[src/rtl/z_pattern_monitor_pkg.sv]
// Shared types and helpers for the z sequence monitor: FSM encoding, default
// pattern geometry and the saturating counter step.
package z_mon_pkg;

    localparam int          DEF_PLEN    = 4;
    localparam logic [15:0] DEF_PATTERN = 16'b1101;
    localparam int          DEF_CW      = 8;

    localparam logic ST_FILLING = 1'b0;
    localparam logic ST_ARMED   = 1'b1;

    typedef enum logic {
        FILLING = ST_FILLING,
        ARMED   = ST_ARMED
    } state_e;

    // Increment that sticks at the all-ones value of a w-bit counter (w <= 32).
    function automatic logic [31:0] sat_inc(input logic [31:0] v, input int unsigned w);
        logic [31:0] max;
        max = (w >= 32) ? '1 : ((32'd1 << w) - 32'd1);
        return (v == max) ? v : v + 32'd1;
    endfunction

endpackage

[src/rtl/z_pattern_monitor_if.sv]
// Sample/event bus of the z monitor. master = monitor side, slave = the
// upstream sampler plus the event consumer.
interface z_pattern_monitor_if #(
    parameter int CW = 8
);
    logic          z;
    logic          sample_en;
    logic          clear;
    logic          evt_ready;
    logic          match;
    logic [CW-1:0] hit_count;
    logic          evt_valid;
    logic [CW-1:0] evt_count;
    logic          drop_flag;

    modport master (
        input  z, sample_en, clear, evt_ready,
        output match, hit_count, evt_valid, evt_count, drop_flag
    );

    modport slave (
        output z, sample_en, clear, evt_ready,
        input  match, hit_count, evt_valid, evt_count, drop_flag
    );
endinterface

[src/rtl/z_pattern_monitor_evt_slot.sv]
// One-entry valid/ready holding register for match events; a push that finds
// the slot full and not draining is dropped and remembered in a sticky flag.
module z_evt_slot #(
    parameter int CW = 8
) (
    input  logic          clk,
    input  logic          reset,
    input  logic          i_clear,
    input  logic          i_push,
    input  logic [CW-1:0] i_data,
    input  logic          i_ready,
    output logic          o_valid,
    output logic [CW-1:0] o_data,
    output logic          o_drop
);

    logic          r_valid;
    logic [CW-1:0] r_data;
    logic          r_drop;
    logic          w_pop;

    assign w_pop = r_valid & i_ready;

    always_ff @(posedge clk or negedge reset) begin
        if (!reset) begin
            r_valid <= 1'b0;
            r_data  <= '0;
            r_drop  <= 1'b0;
        end else if (i_clear) begin
            r_valid <= 1'b0;
            r_data  <= '0;
            r_drop  <= 1'b0;
        end else if (i_push) begin
            // A same-cycle pop frees the slot for the new event.
            if (!r_valid || w_pop) begin
                r_valid <= 1'b1;
                r_data  <= i_data;
            end else begin
                r_drop  <= 1'b1;
            end
        end else if (w_pop) begin
            r_valid <= 1'b0;
        end
    end

    assign o_valid = r_valid;
    assign o_data  = r_data;
    assign o_drop  = r_drop;

endmodule

[src/rtl/z_pattern_monitor.sv]
// Watches the serial z stream for a PLEN-sample pattern, counts hits
// (saturating) and posts each hit into a single-entry event slot.
module z_pattern_monitor
    import z_mon_pkg::*;
#(
    parameter int              PLEN    = DEF_PLEN,
    parameter logic [PLEN-1:0] PATTERN = PLEN'(DEF_PATTERN),
    parameter int              CW      = DEF_CW,
    parameter int              OVERLAP = 1
) (
    input logic                 clk,
    input logic                 reset,
    z_pattern_monitor_if.master bus
);

    localparam int FW = $clog2(PLEN + 1);

    // Only the newest PLEN-1 samples need storing; z completes the window.
    logic [PLEN-2:0] r_hist;
    logic [FW-1:0]   r_fill;
    logic [FW-1:0]   w_fill_nxt;
    state_e          r_state;
    state_e          w_state_nxt;
    logic [PLEN-1:0] w_win;
    logic            w_full;
    logic            w_hit;
    logic            r_match;
    logic [CW-1:0]   r_hit_count;
    logic [CW-1:0]   w_cnt_inc;
    logic            w_evt_valid;
    logic [CW-1:0]   w_evt_count;
    logic            w_drop;

    assign w_win     = {r_hist, bus.z};
    assign w_full    = (r_state == ARMED) || (r_fill == FW'(PLEN - 1));
    assign w_hit     = bus.sample_en && !bus.clear && w_full && (w_win == PATTERN);
    assign w_cnt_inc = CW'(sat_inc(32'(r_hit_count), CW));

    always_comb begin
        w_state_nxt = r_state;
        w_fill_nxt  = r_fill;
        if (bus.clear) begin
            w_state_nxt = FILLING;
            w_fill_nxt  = '0;
        end else if (bus.sample_en) begin
            if (w_hit && (OVERLAP == 0)) begin
                w_state_nxt = FILLING;
                w_fill_nxt  = '0;
            end else if (r_state == FILLING) begin
                w_fill_nxt = r_fill + FW'(1);
                if (r_fill == FW'(PLEN - 1)) w_state_nxt = ARMED;
            end
        end
    end

    always_ff @(posedge clk or negedge reset) begin
        if (!reset) begin
            r_state     <= FILLING;
            r_fill      <= '0;
            r_hist      <= '0;
            r_match     <= 1'b0;
            r_hit_count <= '0;
        end else begin
            r_state <= w_state_nxt;
            r_fill  <= w_fill_nxt;
            r_match <= w_hit;
            if (bus.clear) begin
                r_hist      <= '0;
                r_hit_count <= '0;
            end else begin
                if (bus.sample_en) r_hist      <= w_win[PLEN-2:0];
                if (w_hit)         r_hit_count <= w_cnt_inc;
            end
        end
    end

    z_evt_slot #(.CW(CW)) u_slot (
        .clk     (clk),
        .reset   (reset),
        .i_clear (bus.clear),
        .i_push  (w_hit),
        .i_data  (w_cnt_inc),
        .i_ready (bus.evt_ready),
        .o_valid (w_evt_valid),
        .o_data  (w_evt_count),
        .o_drop  (w_drop)
    );

    assign bus.match     = r_match;
    assign bus.hit_count = r_hit_count;
    assign bus.evt_valid = w_evt_valid;
    assign bus.evt_count = w_evt_count;
    assign bus.drop_flag = w_drop;

endmodule

[src/flat_wrapper.sv]
// flat-port wrapper written by rule: the top's interface ports become plain ports
module z_pattern_monitor_flat import z_mon_pkg::*;
#(
    parameter int              PLEN    = DEF_PLEN,
    parameter logic [PLEN-1:0] PATTERN = PLEN'(DEF_PATTERN),
    parameter int              CW      = DEF_CW,
    parameter int              OVERLAP = 1
)
  (clk, reset, bus_z, bus_sample_en, bus_clear, bus_evt_ready, bus_match, bus_hit_count, bus_evt_valid, bus_evt_count, bus_drop_flag);
  z_pattern_monitor_if #(.CW(CW)) bus_i ();
  input logic clk;
  input logic reset;
  input wire logic [$bits(bus_i.z)-1:0] bus_z;
  input wire logic [$bits(bus_i.sample_en)-1:0] bus_sample_en;
  input wire logic [$bits(bus_i.clear)-1:0] bus_clear;
  input wire logic [$bits(bus_i.evt_ready)-1:0] bus_evt_ready;
  output wire logic [$bits(bus_i.match)-1:0] bus_match;
  output wire logic [$bits(bus_i.hit_count)-1:0] bus_hit_count;
  output wire logic [$bits(bus_i.evt_valid)-1:0] bus_evt_valid;
  output wire logic [$bits(bus_i.evt_count)-1:0] bus_evt_count;
  output wire logic [$bits(bus_i.drop_flag)-1:0] bus_drop_flag;
  assign bus_i.z = bus_z;
  assign bus_i.sample_en = bus_sample_en;
  assign bus_i.clear = bus_clear;
  assign bus_i.evt_ready = bus_evt_ready;
  assign bus_match = bus_i.match;
  assign bus_hit_count = bus_i.hit_count;
  assign bus_evt_valid = bus_i.evt_valid;
  assign bus_evt_count = bus_i.evt_count;
  assign bus_drop_flag = bus_i.drop_flag;
  z_pattern_monitor #(.PLEN(PLEN), .PATTERN(PATTERN), .CW(CW), .OVERLAP(OVERLAP)) u_core (.clk(clk), .reset(reset), .bus(bus_i));
endmodule
[config.mk]
export PLATFORM = sky130hd
export DESIGN_NAME = z_pattern_monitor_flat
export DESIGN_NICKNAME = d
export VERILOG_FILES = /design/src/rtl/z_pattern_monitor_pkg.sv /design/src/rtl/z_pattern_monitor_if.sv /design/src/rtl/z_pattern_monitor_evt_slot.sv /design/src/rtl/z_pattern_monitor.sv /design/src/flat_wrapper.sv
export SDC_FILE = /design/constraint.sdc
export NUM_CORES = 1
export LEC_CHECK = 0
export CORE_ASPECT_RATIO = 1.25
export CORE_MARGIN = 1.5
export CORE_UTILIZATION = 40
export CTS_CLUSTER_SIZE = 12
export DETAILED_ROUTE_END_ITERATION = 10
export PLACE_DENSITY = 0.63
export SLEW_MARGIN = 25
export SYNTH_ARGS = -nofsm -noshare
export SYNTH_HDL_FRONTEND = slang
export SYNTH_SLANG_ARGS = --single-unit
[constraint.sdc]
create_clock -name clk -period 2.25 [get_ports clk]
set_clock_uncertainty 0.1 [all_clocks]
set_input_delay 0.225 -clock clk [delete_from_list [all_inputs] [get_ports clk]]
set_output_delay 0.225 -clock clk [all_outputs]
set_load 0.005 [all_outputs]
==> results.sh <==
export IMPL_power_density_nw_per_um2=540
export IMPL_syn_inst=135
export IMPL_rows=23
export IMPL_fmax_mhz=490
export IMPL_die_x_um=55.4
export IMPL_wire_per_inst_um=14.6
export IMPL_critPathRequiredTime_ps=2320
export IMPL_yosysSeqAreaShare_pct=47.3
export IMPL_setup_violations=0
export IMPL_syn_to_final_growth_pct=24.6
export IMPL_fill_cells=301
export IMPL_track_usage_pct=17.0
export IMPL_critPathMostFrequentCell="ha_1"
export IMPL_vdd_drop_max_uv=438
export IMPL_cts_htree_levels=1
export IMPL_critPathKind="flop to flop"
export IMPL_synth_seq_cells=26
export IMPL_num_io_pins=25
export IMPL_drc=0
export IMPL_crit_chain="ha_1, ha_1, nor2_1, or3_1, inv_4, a21o_1, and3_1"
export IMPL_ctsHoldBuffers=0
export IMPL_cts_resized_gates=0
export IMPL_yosysTopAreaCell="dfrtp_1"
export IMPL_die_y_um=68.6
export IMPL_yosysWarnings=0
export IMPL_grt_use_met2_pct=29.3
export IMPL_numCtsBuffers=3
export IMPL_final_net_count=169
export IMPL_cts_root_buf="clkbuf_8"
export IMPL_synth_simple_area_share_pct=19.3
export IMPL_grt_busiest_layer="met2"
export IMPL_final_max_slew_violation_count=0
export IMPL_critPathMaxStageDelay_ps=400
export IMPL_hold_path_class="input pin to asynchronous set/reset pin"
export IMPL_first_pass_iters=4
export IMPL_routed_via_count=1095
export IMPL_wl_um=2850
export IMPL_fin_tns_setup_ps=0
export IMPL_drv_cap=0
export IMPL_synth_nets=144
export IMPL_use_met3_pct=2.43
export IMPL_slew_headroom_pct=76.5
export IMPL_routed_via_density=5.59
export IMPL_clkTransAtPathRegs_ps=100
export IMPL_synth_fa_ha_area_share_pct=2.73
export IMPL_synth_compound_area_share_pct=15.1
export IMPL_cts_tree="yes"
export IMPL_yosysMostFrequentCell="dfrtp_1"
export IMPL_antenna_found_initial=0
export IMPL_postSynth_asyncResetShare_pct=100
export IMPL_initial_core_util_pct=42.3
export IMPL_final_cells=196
export IMPL_grt_overflow=0
export IMPL_period_needed_ps=2040
export IMPL_first_global_vias=1084
export IMPL_layout_drive_gt1_share_pct=8.81
export IMPL_synth_edf_count=0
export IMPL_port_buffers=24
export IMPL_synth_top_family_by_area="simple AND/OR/NAND/NOR gates"
export IMPL_grt_max_degree=27
export IMPL_crit_path_max_fanout=10
export IMPL_period_share_pct=90.7
export IMPL_place_hpwl_um=2040
export IMPL_syn_avg_cell_area_um2=10.2
export IMPL_final_antenna_net_count=0
export IMPL_dp_cells=192
export IMPL_synth_xor_area_share_pct=1.91
export IMPL_synth_common_cells="dfrtp_1, nor2_1, nand2_1"
export IMPL_grt_first_pass_wirelength_um=5020
export IMPL_core_um2=3250
export IMPL_hold_viol=0
export IMPL_cts_sinks=26
export IMPL_p_leak_nw=0.761
export IMPL_yosysUniqueCellTypes=38
export IMPL_muxShareOfSynthArea_pct=6.55
export IMPL_arrival_ps=2110
export IMPL_yosys_area_top_type_share_pct=47.3
export IMPL_worst_slew_pin_slew_ps=352
export IMPL_cts_path_max_buffers=2
export IMPL_synth_ff_type="dfrtp_1"
export IMPL_yosys_top_cells_area="dfrtp_1, mux2i_1, nor2_1"
export IMPL_gp_routability_congestion=0.871
export IMPL_clock_latency_ps=280
export IMPL_rsz0062_at_grt="false"
export IMPL_slowest_stage="dfrtp_1"
export IMPL_met1_usage_pct=21.5
export IMPL_syn_area_um2=1380
export IMPL_cts_setup_buffers=0
export IMPL_worstSetupEndpointType="flop"
export IMPL_status="complete, no violations"
export IMPL_drt_iter0_markers=38
export IMPL_critPathLaunchType="flop"
export IMPL_diodes=0
export IMPL_die_area_um2=3800
==> cells by family after synthesis <==
| logic type | after synthesis |
|---|---|
| flops | 26 |
| xor+xnor | 3 |
| buf+inv | 18 |
| simple gates | 50 |
| compound gates | 26 |
| fa+ha+maj | 3 |
| mux | 9 |
==> cell usage in the layout, fill, tap and decap left out, types with 2 or more instances in the layout <==
cell type,count
dfrtp_1,26
clkdlybuf4s50_1,24
nor2_1,14
nand2_1,10
mux2i_1,9
inv_1,7
o21ai_0,7
buf_4,6
nand3_1,5
and3_1,4
nand2b_1,3
nor3_1,3
xnor2_1,3
a21oi_1,3
nor4_1,3
ha_1,3
clkbuf_8,3
nand4_1,2
nor2b_1,2
a31oi_1,2
o32ai_1,2
a311oi_1,2
==> metal layers <==
metal  up-vias  share of wire, %
li1        529                 -
met1       523                43
met2        38                51
met3         5               4.1
met4         0               1.5
met5         -                 0
==> metrics by stage <==
stage	hold WS [ps]	cell area (um2)	total power [mW]	util (%)	worst slack, ps
after global placement	402	1640	0.541	50.5	212
after floorplan	-171	1380	0.515	-	280
after global routing	230	1710	0.959	52.7	41.8
after detailed placement	410	1640	0.544	50.5	175
final	208	1710	0.926	52.7	208
after CTS	220	1710	0.934	52.7	196
==> final timing paths <==
| path | to | slack (ps) | start | cells past startpoint |
|---|---|---|---|---|
| worst max-delay path | u_core.bus.hit_count[2] | 210 | u_core.r_fill[0] | 7 |
| worst min-delay path | u_core.bus.match | 210 | reset | 2 |
| worst max register to register | u_core.bus.hit_count[2] | 210 | u_core.r_fill[0] | 7 |
| worst min register to register | u_core.u_slot.o_drop | 430 | u_core.u_slot.o_drop | 1 |
| max in group asynchronous | u_core.r_fill[0] | 1570 | reset | 2 |
| min in group clk | u_core.u_slot.o_drop | 430 | u_core.u_slot.o_drop | 1 |
==> area by class of cell <==
type	count	area (um2)	share of cell area, %
clock buffer	3	41.3	2.41
timing repair buffer	30	285	16.7
multi-input combinational	91	627	36.6
inverter	8	32.5	1.90
clock inverter	1	30.0	1.75
sequential	26	651	38.0
tap	37	46.3	2.70
==> power by group <==
group | internal [mW] | switching (mW)
clock network | 0.238 | 0.154
logic | 0.0232 | 0.0314
registers | 0.474 | 0.00471
total | 0.735 | 0.190
==> registers in the layout (all words and copies together) (netlist names) <==
name	flops
u_core.r_fill	3
u_core.r_hist	3
u_core.u_slot.o_valid	1
u_core.u_slot.o_drop	1
u_core.r_state	1
u_core.bus.hit_count	8
u_core.u_slot.o_data	8
u_core.bus.match	1
==> worst max-delay path: cells and delay by family, from the launching register on <==
kind / cells / cell delay [ps]
simple gates: 3 / 710
fa+ha+maj: 2 / 430
flops: 1 / 400
compound gates: 1 / 180
buf+inv: 1 / 120
Power figures use the tool's default switching activity.
